==> src/rtl/img_frame_capture.sv <==
`default_nettype none
// ============================================================================
// img_frame_capture : raster video sink -> linear frame-buffer writes with
// per-frame geometry checks. Optional macro CAPTURE_CHECKSUM_EN adds frame_sum.
// Revision: 1.0
// ============================================================================
module img_frame_capture #(
   parameter int H_DISP = 640,
   parameter int V_DISP = 480,
   parameter int AW     = 19
) (
   input  logic          clk,
   input  logic          rst_n,
   input  logic          img_hsync,
   input  logic          img_vsync,
   input  logic [7:0]    img_data,
   input  logic          img_de,
   input  logic          capture_en,
   output logic          wr_en,
   output logic [AW-1:0] wr_addr,
   output logic [7:0]    wr_data,
   output logic          frame_done,
   output logic [15:0]   frame_cnt,
   output logic          err_line,
   output logic          err_frame,
`ifdef CAPTURE_CHECKSUM_EN
   output logic [31:0]   frame_sum,
`endif
   output logic          busy
);

   localparam int FRAME_PIX = H_DISP * V_DISP;
   localparam int PW        = $clog2(FRAME_PIX + 1);
   localparam int XW        = $clog2(H_DISP + 2);
   localparam int LW        = $clog2(V_DISP + 2);

   localparam logic [PW-1:0] PIX_FULL  = PW'(FRAME_PIX);
   localparam logic [XW-1:0] X_FULL    = XW'(H_DISP);
   localparam logic [XW-1:0] X_SAT     = XW'(H_DISP + 1);
   localparam logic [LW-1:0] LINE_FULL = LW'(V_DISP);
   localparam logic [LW-1:0] LINE_SAT  = LW'(V_DISP + 1);

   typedef enum logic [0:0] {
      IDLE    = 1'b0,
      CAPTURE = 1'b1
   } state_t;

   state_t        state_q, state_d;
   logic          vs_q, de_q;
   logic [XW-1:0] x_q, x_d;
   logic [LW-1:0] lines_q, lines_d;
   logic [PW-1:0] pix_q, pix_d;
   logic          ovf_q, ovf_d;
   logic          lerr_q, lerr_d;
   logic          wr_en_q, wr_en_d;
   logic [AW-1:0] wr_addr_q, wr_addr_d;
   logic [7:0]    wr_data_q, wr_data_d;
   logic          frame_done_q, frame_done_d;
   logic [15:0]   frame_cnt_q, frame_cnt_d;
   logic          err_line_q, err_line_d;
   logic          err_frame_q, err_frame_d;
`ifdef CAPTURE_CHECKSUM_EN
   logic [31:0]   sum_q, sum_d;
   logic [31:0]   frame_sum_q, frame_sum_d;
`endif

   logic          fs, le;
   logic          lerr_close;
   logic [LW-1:0] lines_close;
   logic          start, take;
   logic          unused_hsync;

   // Line structure is recovered from de edges; hsync carries no extra information.
   assign unused_hsync = img_hsync;

   assign fs = img_vsync & ~vs_q;
   assign le = ~img_de & de_q;

   always_comb begin
      state_d      = state_q;
      x_d          = x_q;
      lines_d      = lines_q;
      pix_d        = pix_q;
      ovf_d        = ovf_q;
      lerr_d       = lerr_q;
      wr_en_d      = 1'b0;
      wr_addr_d    = wr_addr_q;
      wr_data_d    = wr_data_q;
      frame_done_d = 1'b0;
      frame_cnt_d  = frame_cnt_q;
      err_line_d   = err_line_q;
      err_frame_d  = err_frame_q;
`ifdef CAPTURE_CHECKSUM_EN
      sum_d        = sum_q;
      frame_sum_d  = frame_sum_q;
`endif
      start        = 1'b0;
      take         = 1'b0;

      // A line end coincident with frame start still belongs to the closing frame.
      lerr_close  = lerr_q | (le & (x_q != X_FULL));
      lines_close = (le && (lines_q != LINE_SAT)) ? lines_q + LW'(1) : lines_q;

      unique case (state_q)
         IDLE: begin
            if (fs && capture_en) begin
               state_d = CAPTURE;
               start   = 1'b1;
            end
         end
         CAPTURE: begin
            if (fs) begin
               frame_done_d = 1'b1;
               frame_cnt_d  = frame_cnt_q + 16'd1;
               err_line_d   = lerr_close;
               err_frame_d  = ovf_q | (pix_q != PIX_FULL) | (lines_close != LINE_FULL);
`ifdef CAPTURE_CHECKSUM_EN
               frame_sum_d  = sum_q;
`endif
               if (capture_en) begin
                  start = 1'b1;
               end else begin
                  state_d = IDLE;
               end
            end else begin
               if (le) begin
                  lines_d = lines_close;
                  lerr_d  = lerr_close;
                  x_d     = '0;
               end
               take = img_de;
            end
         end
         default: state_d = IDLE;
      endcase

      if (start) begin
         x_d     = '0;
         lines_d = '0;
         pix_d   = '0;
         ovf_d   = 1'b0;
         lerr_d  = 1'b0;
`ifdef CAPTURE_CHECKSUM_EN
         sum_d   = '0;
`endif
         take    = img_de;
      end

      // x counts every valid pixel, dropped ones included, so line length stays honest.
      if (take) begin
         if (x_d != X_SAT) begin
            x_d = x_d + XW'(1);
         end
         if (pix_d != PIX_FULL) begin
            wr_en_d   = 1'b1;
            wr_addr_d = AW'(pix_d);
            wr_data_d = img_data;
            pix_d     = pix_d + PW'(1);
`ifdef CAPTURE_CHECKSUM_EN
            sum_d     = sum_d + 32'(img_data);
`endif
         end else begin
            ovf_d = 1'b1;
         end
      end
   end

   always_ff @(posedge clk or negedge rst_n) begin
      if (!rst_n) begin
         state_q      <= IDLE;
         vs_q         <= 1'b0;
         de_q         <= 1'b0;
         x_q          <= '0;
         lines_q      <= '0;
         pix_q        <= '0;
         ovf_q        <= 1'b0;
         lerr_q       <= 1'b0;
         wr_en_q      <= 1'b0;
         wr_addr_q    <= '0;
         wr_data_q    <= '0;
         frame_done_q <= 1'b0;
         frame_cnt_q  <= '0;
         err_line_q   <= 1'b0;
         err_frame_q  <= 1'b0;
`ifdef CAPTURE_CHECKSUM_EN
         sum_q        <= '0;
         frame_sum_q  <= '0;
`endif
      end else begin
         state_q      <= state_d;
         vs_q         <= img_vsync;
         de_q         <= img_de;
         x_q          <= x_d;
         lines_q      <= lines_d;
         pix_q        <= pix_d;
         ovf_q        <= ovf_d;
         lerr_q       <= lerr_d;
         wr_en_q      <= wr_en_d;
         wr_addr_q    <= wr_addr_d;
         wr_data_q    <= wr_data_d;
         frame_done_q <= frame_done_d;
         frame_cnt_q  <= frame_cnt_d;
         err_line_q   <= err_line_d;
         err_frame_q  <= err_frame_d;
`ifdef CAPTURE_CHECKSUM_EN
         sum_q        <= sum_d;
         frame_sum_q  <= frame_sum_d;
`endif
      end
   end

   assign wr_en      = wr_en_q;
   assign wr_addr    = wr_addr_q;
   assign wr_data    = wr_data_q;
   assign frame_done = frame_done_q;
   assign frame_cnt  = frame_cnt_q;
   assign err_line   = err_line_q;
   assign err_frame  = err_frame_q;
   assign busy       = (state_q == CAPTURE);
`ifdef CAPTURE_CHECKSUM_EN
   assign frame_sum  = frame_sum_q;
`endif

endmodule
`default_nettype wire

==> config.mk <==
export PLATFORM = sky130hd
export DESIGN_NAME = img_frame_capture
export DESIGN_NICKNAME = d
export VERILOG_FILES = /design/src/rtl/img_frame_capture.sv
export SDC_FILE = /design/constraint.sdc
export NUM_CORES = 1
export LEC_CHECK = 0
export CAP_MARGIN = 20
export CORE_ASPECT_RATIO = 1.2
export CORE_MARGIN = 3
export CORE_UTILIZATION = 40
export DETAILED_ROUTE_END_ITERATION = 8
export GPL_ROUTABILITY_DRIVEN = 1
export HOLD_SLACK_MARGIN = 0.12
export SLEW_MARGIN = 10
export SYNTH_ARGS = -nofsm -noshare
export SYNTH_HDL_FRONTEND = slang
export SYNTH_SLANG_ARGS = --single-unit
export TNS_END_PERCENT = 30
==> constraint.sdc <==
create_clock -name clk -period 2.2 [get_ports clk]
set_input_delay 0.22 -clock clk [delete_from_list [all_inputs] [get_ports clk]]
set_output_delay 0.22 -clock clk [all_outputs]
set_load 0.005 [all_outputs]
Word-level counts from Yosys, hierarchy flattened
Cells that the tools add are included.
Operators by class
  $add $sub $neg: 4
  eq/ne operators: 7
  multiplexer cells: 34
  bitwise logic cells: 9
  reduce and logical (&&, ||, !) cells: 7
Operator list (number)
  2-to-1 mux 10 bit: 6
  2-to-1 mux 19 bit: 3
  2-to-1 mux 9 bit: 5
  inequality test 19 bit (second input constant): 2
  inequality test 10 bit (second input constant): 2
  adder 19 x 1 -> 19 bit (second input constant): 1
  2-to-1 mux 1 bit: 18
  inequality test 9 bit (second input constant): 2
  adder 16 x 1 -> 16 bit (second input constant): 1
  adder 10 x 1 -> 10 bit (second input constant): 1
  adder 9 x 1 -> 9 bit (second input constant): 1
  case mux 1 bit (2 select lines): 2
  AND reduction 2 bit: 2
  nonzero test 2 bit: 2
  bitwise AND 1 bit: 3
  NOT 1 bit: 3
  bitwise OR 1 bit: 3
  AND reduction 3 bit: 1
  logical AND 1 bit: 2
  inequality test 2 x 1 -> 1 bit (second input constant): 1
Word-level totals
  register bits after elaboration: 90
  input port bits: 14
  output and inout bits: 48
  word-level logic and storage cells: 76

Depth between registers and ports, before layout
Gate-level depths: netlist of run 1.
  word-level depth: 9
  gate-level depth with buffers: 10
  depth with buffers taken out: 9

Worst setup path after synthesis of run 1
OpenSTA, ideal clock, no wires.
  path type: reg-to-reg
  start point: register vs_q
  end point: register x_q[5]
  setup time: 0.078 ns
  arrival time: 1.984 ns
  required time: 2.122 ns
  slack: 0.138 ns
  cell stages (with the launch flop): 10
  buffers on the path: 1
  clock period less this slack: 2.062 ns
  cells stage by stage: dfrtp_1 and3b_1 buf_2 a31oi_1 nand2_1 ha_1 nand3_1 nand4_1 or3_1 a21oi_1
On the way
  word-level cells in the longest chain between the ends: 9
  elaborated cells on any way between the ends: 16
  those cells by class: 1 x add/sub; 1 x eq/ne; 11 x mux; 2 x bitwise; 1 x reduce/logical
Ends and longest elaborated chain
  from (decl): RTL line 49  | logic vs_q, de_q;
  from (signal assigned): RTL line 191  | vs_q <= img_vsync;
  NOT 1 bit (*): RTL line 76  | assign fs = img_vsync & ~vs_q;
  bitwise AND 1 bit (*): RTL line 76
  logical AND 1 bit: RTL line 106  | if (fs && capture_en) begin
  2-to-1 mux 1 bit: RTL line 106
  case mux 1 bit (2 select lines): RTL line 104  | unique case (state_q)
  2-to-1 mux 10 bit: RTL line 137  | if (start) begin
  adder 10 x 1 -> 10 bit / inequality test 10 bit (equally long branches): RTL line 152, 151
  2-to-1 mux 10 bit: RTL line 151  | if (x_d != X_SAT) begin
  2-to-1 mux 10 bit (*): RTL line 150  | if (take) begin
  net x_d[5]: RTL line 50  | logic [XW-1:0] x_q, x_d;
  to (signal assigned): RTL line 173  | x_q <= '0;
  to (signal assigned): RTL line 193  | x_q <= x_d;
  to (decl): RTL line 50
Mark *: on every way through the listed nets, which the timed path passes. The rest lies on a longest branch.
A chain may end at the register's enable or synchronous reset.

Final worst setup path of run 1
  start point: register pix_q[1]
  end point: register wr_data_q[7], in the netlist wr_data[7]
On the way
  word-level cells in the longest chain between the ends: 3
Ends and longest elaborated chain
  from (decl): RTL line 52  | logic [PW-1:0] pix_q, pix_d;
  from (signal assigned): RTL line 195  | pix_q <= pix_d;
  2-to-1 mux 19 bit: RTL line 137
  inequality test 19 bit: RTL line 154  | if (pix_d != PIX_FULL) begin
  AND reduction 2 bit (no line)
  to (signal assigned): RTL line 200  | wr_data_q <= wr_data_d;
  to (decl): RTL line 57  | logic [7:0] wr_data_q, wr_data_d;
No other way between the ends.

==> flow_summary.ini, run 1 <==
[run_status]
outcome = finished clean

[synthesis]
yosysMostFrequentCell = dfrtp_1
syn_avg_cell_area_um2 = 10.44
seq_area_frac_synth_pct = 53.00
syn_inst = 407
synth_edf_count = 0
synth_top_area_share_pct = 53.00
ys_types = 53
synth_area_leader_cell = dfrtp_1
synth.area.top_cells = dfrtp_1 53%, xnor2_1 3.9%, nand2_1 3.7%
yosys-top-cells-count = 90 x dfrtp_1, 42 x nand2_1, 25 x nor2_1
ys_ff_latch = 90
synthArstFlopShare_pct = 100.0
synth_ff_type = dfrtp_1
ys_warn_count = 0
synthesis.area_um2 = 4249
synth_fp_nets = 426

[global_routing]
grt_pass1_vias = 3325
overflow = 0
grt_max_degree = 49
antenna_found_initial = 0
grt_pass1_wl_mm = 16.19
grt_use_total_pct = 16.79

[sta]
fin_crit_sh_pct = 94.52
min_period_ps = 2079
rsz0062_at_grt = no
skew_ps = 8.037
setup_viol = 0
worst_slew_pin_slew_ps = 627.3
slew-limit-headroom_pct = 58.18
hold_violations = 0
drv_slew = 0
fmax_mhz = 480.9

[power_and_ir_drop]
powerDensity_nw_per_um2 = 771.3
power_leakage_nw = 2.403
ir_worst_vdd_mv = 0.3945

[clocking]
ctsRootBufferMaster = clkbuf_16
clock-sinks = 90
cts_htree_levels = 3
cts.clk_slew.worst_paths_ps = 60
cts_tree = done
clk_latency_ps = 340
numCtsBuffers = 9
clockBufferDepth = 2

[worst_setup_path]
crit_type = flip-flop to flip-flop
worstSetupStartpointType = flip-flop
regToRegStartpoint = pix_q[1]
crit_arrival_ps = 2300
cp-endpoint = wr_data[7]
rr_endpoint = wr_data[7]
cp_data_required_time_ps = 2430
crit_path_end_kind = flip-flop
worstPathMaxFanout = 19
startpoint = pix_q[1]
ff2ff_setup_slack_ps = 120
reg2reg_depth = 5

[floorplanning]
rows = 40
start_util_pct = 41.62
num_io_pins = 62
die_w_um = 100.1
die_area_um2 = 11900
dieHeight_um = 118.9
fp.coreArea_um2 = 10210

[finish]
fin_area_um2 = 5604
syn_to_final_growth_pct = 31.89
finish.utilization_pct = 54.89
n_fill_cell = 927
nets = 518
diodes = 0
drive_gt1_share_pct = 14.88

[routing]
post_drt_wl_per_cell_um = 14.96
antenna_left = 0
drtPass1Iterations = 4
drt-initial-drc-count = 119
viasPerCell = 5.295
wl_mm = 9.427
remaining_drc_errors = 0
vias = 3336

[flow_run]
maxCapViolCount = 0

[min_path]
hp-class = input pin to async pin

[placed_design]
io_buffers = 60
dpl-instance-area_um2 = 5240
globalplace.congestion = 0.7983
post-dp-hpwl_mm = 6.659
-- power breakdown --
| part | switching (W) | internal, W |
|---|---|---|
| logic | 0.000299 | 0.000422 |
| registers | 0.000146 | 0.00180 |
| clock network | 0.000628 | 0.00103 |
-- logic make-up (layout without fill, tap and decap cells) --
family	Yosys count	count (layout)	share of synthesized area (%)
AOI/OAI and AO/OA	76	76	12.49
xor gates and xnor gates	30	30	6.184
adders and majority gates	5	5	1.472
buffers and inverters	32	129	3.533
DFF	90	90	53.00
muxes	11	11	2.945
and+or+nand+nor	163	163	20.38
-- layout make-up --
cell class | instances | area [um^2] | share of cell area [%]
clock buffers | 12 | 246.5 | 4.398
multi-input cells | 285 | 1872 | 33.40
flip-flops and latches | 90 | 2252 | 40.19
clock inverters | 4 | 75.07 | 1.340
well taps | 126 | 157.7 | 2.813
repair buffers | 97 | 940.9 | 16.79
inverters | 16 | 60.06 | 1.072
-- metrics by stage --
step / setup TNS (ps) / worst slack, ps / instances / total power [W] / hold slack [ps]
floorplan: 0 / 138.2 / 407 / 0.002284 / -75.59
global placement: -221.8 / -78.36 / 612 / 0.002684 / 281.0
detailed placement: -541.3 / -169.4 / 612 / 0.002700 / 291.5
CTS: 0 / 67.98 / 629 / 0.004362 / 458.0
global route: 0 / 0.5342 / 630 / 0.004512 / 495.3
finish: 0 / 120.6 / 630 / 0.004322 / 432.1
-- layout by cell type, fill, tap and decap left out, types with 2 or more instances in the layout --
cell             Yosys  routed
nor4bb_1             2       2
buf_12               0       5
and3_1               9       9
xor2_1              11      11
inv_1               15      15
buf_4                1      32
o31ai_1              6       6
clkbuf_16            0       9
dfrtp_1             90      90
nand2_1             42      42
nor3_1              12      12
nor4_1               4       4
o21ai_0             22      22
nand3_1             15      15
clkinvlp_4           0       2
ha_1                 5       5
or3_1               12      12
nand4_1             18      18
a31oi_1              5       4
nand3b_1             2       2
nand2b_1             6       5
clkdlybuf4s50_1      0      59
nor2_1              25      25
xnor2_1             19      19
a21oi_1             13      13
a22o_1              15      15
bufinv_16            0       2
a31o_2               2       2
and2_1               6       6
clkbuf_1             9       2
mux2i_1              2       2
mux2_2               8       8
-- layer usage --
layer / up-vias / GRT usage, % / share of wire, %
met2: 50 / 27.50 / 49
met1: 1630 / 22.12 / 47
met3: 12 / 2.460 / 2.6
met5: - / 0 / 0
li1: 1644 / - / -
met4: 0 / 6.992 / 1.9
-- worst min-delay path by stage --
stage | startpoint | end | depth (start not counted)
floorplan | rst_n | async pin | 0
global placement | rst_n | lines_q[2] | 1
detailed placement | rst_n | lines_q[2] | 1
CTS | rst_n | x_q[9] | 2
global route | rst_n | lines_q[2] | 2
finish | rst_n | lines_q[2] | 2
-- critical path: stages, from the launching register on --
cell and delay [ps]:
dfrtp_1 470, nor4_2 340, nand3_1 200, o311ai_4 430, buf_12 210, mux2_4 300
-- flip-flops by register name, summed over array words and instances (netlist names), named ones only --
name / cells
pix_q: 19
wr_addr: 19
frame_cnt: 16
x_q: 10
lines_q: 9
wr_data: 8
de_q: 1
err_frame: 1
err_line: 1
frame_done: 1
lerr_q: 1
ovf_q: 1
vs_q: 1
wr_en: 1
-- repair_timing --
item,CTS,global route
hold endpoints to repair,46,0
setup buffers,0,1
endpoints found under the setup margin,0,4
resized for setup,0,4
hold buffers,1,0
Power figures use the tool's default switching activity.
==> run 2: changes to the inputs <==
--- a/config.mk
+++ b/config.mk
@@ -11,8 +11,9 @@
 export CORE_UTILIZATION = 40
 export DETAILED_ROUTE_END_ITERATION = 8
 export GPL_ROUTABILITY_DRIVEN = 1
+export GPL_TIMING_DRIVEN = 0
 export HOLD_SLACK_MARGIN = 0.12
-export SLEW_MARGIN = 10
+export SLEW_MARGIN = 20
 export SYNTH_ARGS = -nofsm -noshare
 export SYNTH_HDL_FRONTEND = slang
 export SYNTH_SLANG_ARGS = --single-unit
==> flow_summary.ini, run 2 (synthesized netlist as in run 1, its figures left out) <==
[sta]
skew_ps = 6.376
hold_violations = 0
fin_crit_sh_pct = 99.66
worst_slew_pin_slew_ps = 631.5
fin_hold_ws_ps = 116.0
drv_slew = 0
slew-limit-headroom_pct = 57.51
fin_tns_setup_ps = 0
min_period_ps = 2192
fmax_mhz = 456.1
setup_viol = 0
rsz0062_at_grt = yes

[worst_setup_path]
worstPathMaxFanout = 10
ff2ff_setup_slack_ps = 8
crit_path_end_kind = flip-flop
reg2reg_depth = 6
worstSetupStartpointType = flip-flop
regToRegStartpoint = pix_q[1]
crit_type = flip-flop to flip-flop
crit_arrival_ps = 2420
rr_endpoint = wr_data[7]
cp_data_required_time_ps = 2430

[floorplanning]
rows = 40
num_io_pins = 62
start_util_pct = 41.62
fp.coreArea_um2 = 10210
die_w_um = 100.1
dieHeight_um = 118.9
die_area_um2 = 11900

[finish]
drive_gt1_share_pct = 12.04
layout_commonest_cell = dfrtp_1
syn_to_final_growth_pct = 28.92
nets = 505
fin_area_um2 = 5478
diodes = 0
most-common-layout-cells = 90 x dfrtp_1, 58 x clkdlybuf4s50_1, 41 x nand2_1

[routing]
wl_mm = 9.610
post_drt_wl_per_cell_um = 15.60
viasPerCell = 5.419
drt-initial-drc-count = 124
remaining_drc_errors = 0
antenna_left = 0
vias = 3338
drtPass1Iterations = 4

[power_and_ir_drop]
power_leakage_nw = 2.311
ir_worst_vdd_mv = 0.4433
power_w = 0.004309
powerDensity_nw_per_um2 = 786.7

[global_routing]
grt_max_degree = 47
overflow = 0
antenna_found_initial = 0
grt_pass1_vias = 3253
grt_use_total_pct = 16.57
grt_pass1_wl_mm = 16.07

[clocking]
cts.clk_slew.worst_paths_ps = 70
cts_tree = done
clockBufferDepth = 2
clock-sinks = 90
ctsRootBufferMaster = clkbuf_16
numCtsBuffers = 9
cts_htree_levels = 3
clk_latency_ps = 340

[flow_run]
maxCapViolCount = 0

[min_path]
hold_path_depth = 1
hp-class = input pin to flip-flop
hold_path_startpoint = img_vsync
hold_end = vs_q

[placed_design]
globalplace.congestion = 0.7952
dpl-instance-area_um2 = 5036
io_buffers = 60
post-dp-hpwl_mm = 6.788

[run_status]
outcome = finished clean
==> run 2: cell types whose count changed in the layout (fill, tap and decap cells not counted), sizes merged <==
cell / delta
buf: -22
clkbuf: +6
clkdlybuf4s50: -1
clkinv: +1
clkinvlp: -1
dlymetal6s2s: +1
inv: +2
==> run 2: per-stage QoR <==
stage                     setup WS [ps]  utilization, %  instances
final                             7.575           53.65        616
after detailed placement         -685.9           49.33        594
after floorplan                   138.2               -        407
after CTS                        -10.08           52.92        611
after global placement            -2418           49.04        593
after global routing             -75.63           53.65        616
==> run 2: layout make-up <==
class,instances,area (um^2)
multi-input combinational,285,1906
inverter,16,60.06
sequential,90,2252
clock buffer,9,225.2
fill,930,4732
clock inverter,6,90.09
tap,126,157.7
buffer,16,100.1
timing repair buffer,68,686.9
==> run 2: how the worst max path moves through the flow <==
stage / startpoint / to / slack [ps] / cells after the start
6_report: pix_q[1] / wr_data[7] / 8 / 6
5_1_grt: pix_q[4] / wr_data[7] / -80 / 5
4_1_cts: pix_q[4] / wr_data[7] / -10 / 5
3_5_place_dp: img_vsync / x_q[5] / -690 / 10
3_3_place_gp: rst_n / frame_cnt[15] / -2420 / 1
2_1_floorplan: vs_q / x_q[5] / 140 / 9
==> run 2: timing repair <==
item	4_1_cts	5_1_grt
resized for setup	6	12
pin swaps	3	6
setup buffers	1	5
hold endpoints to repair	44	0
hold buffers	1	0
setup endpoints to repair	19	21
==> run 2: power breakdown <==
group	switching, W	total, W	internal, W
Combinational	0.000326	0.000731	0.000406
Sequential	0.000131	0.00193	0.00180
Clock	0.000652	0.00165	0.000995
==> run 2: worst max-delay path: stages (launching register included) <==
cell	delay, ps
dfrtp_1	370
buf_6	130
nor4_2	280
nand3_1	190
o311ai_4	580
buf_6	230
mux2_4	300
==> run 2: routing by layer <==
layer / up-vias / share of wire (%) / global-route usage [%]
li1: 1619 / - / -
met4: 0 / 1.3 / 4.634
met5: - / 0 / 0
met1: 1650 / 46 / 21.79
met3: 9 / 2.8 / 3.163
met2: 60 / 50 / 27.80
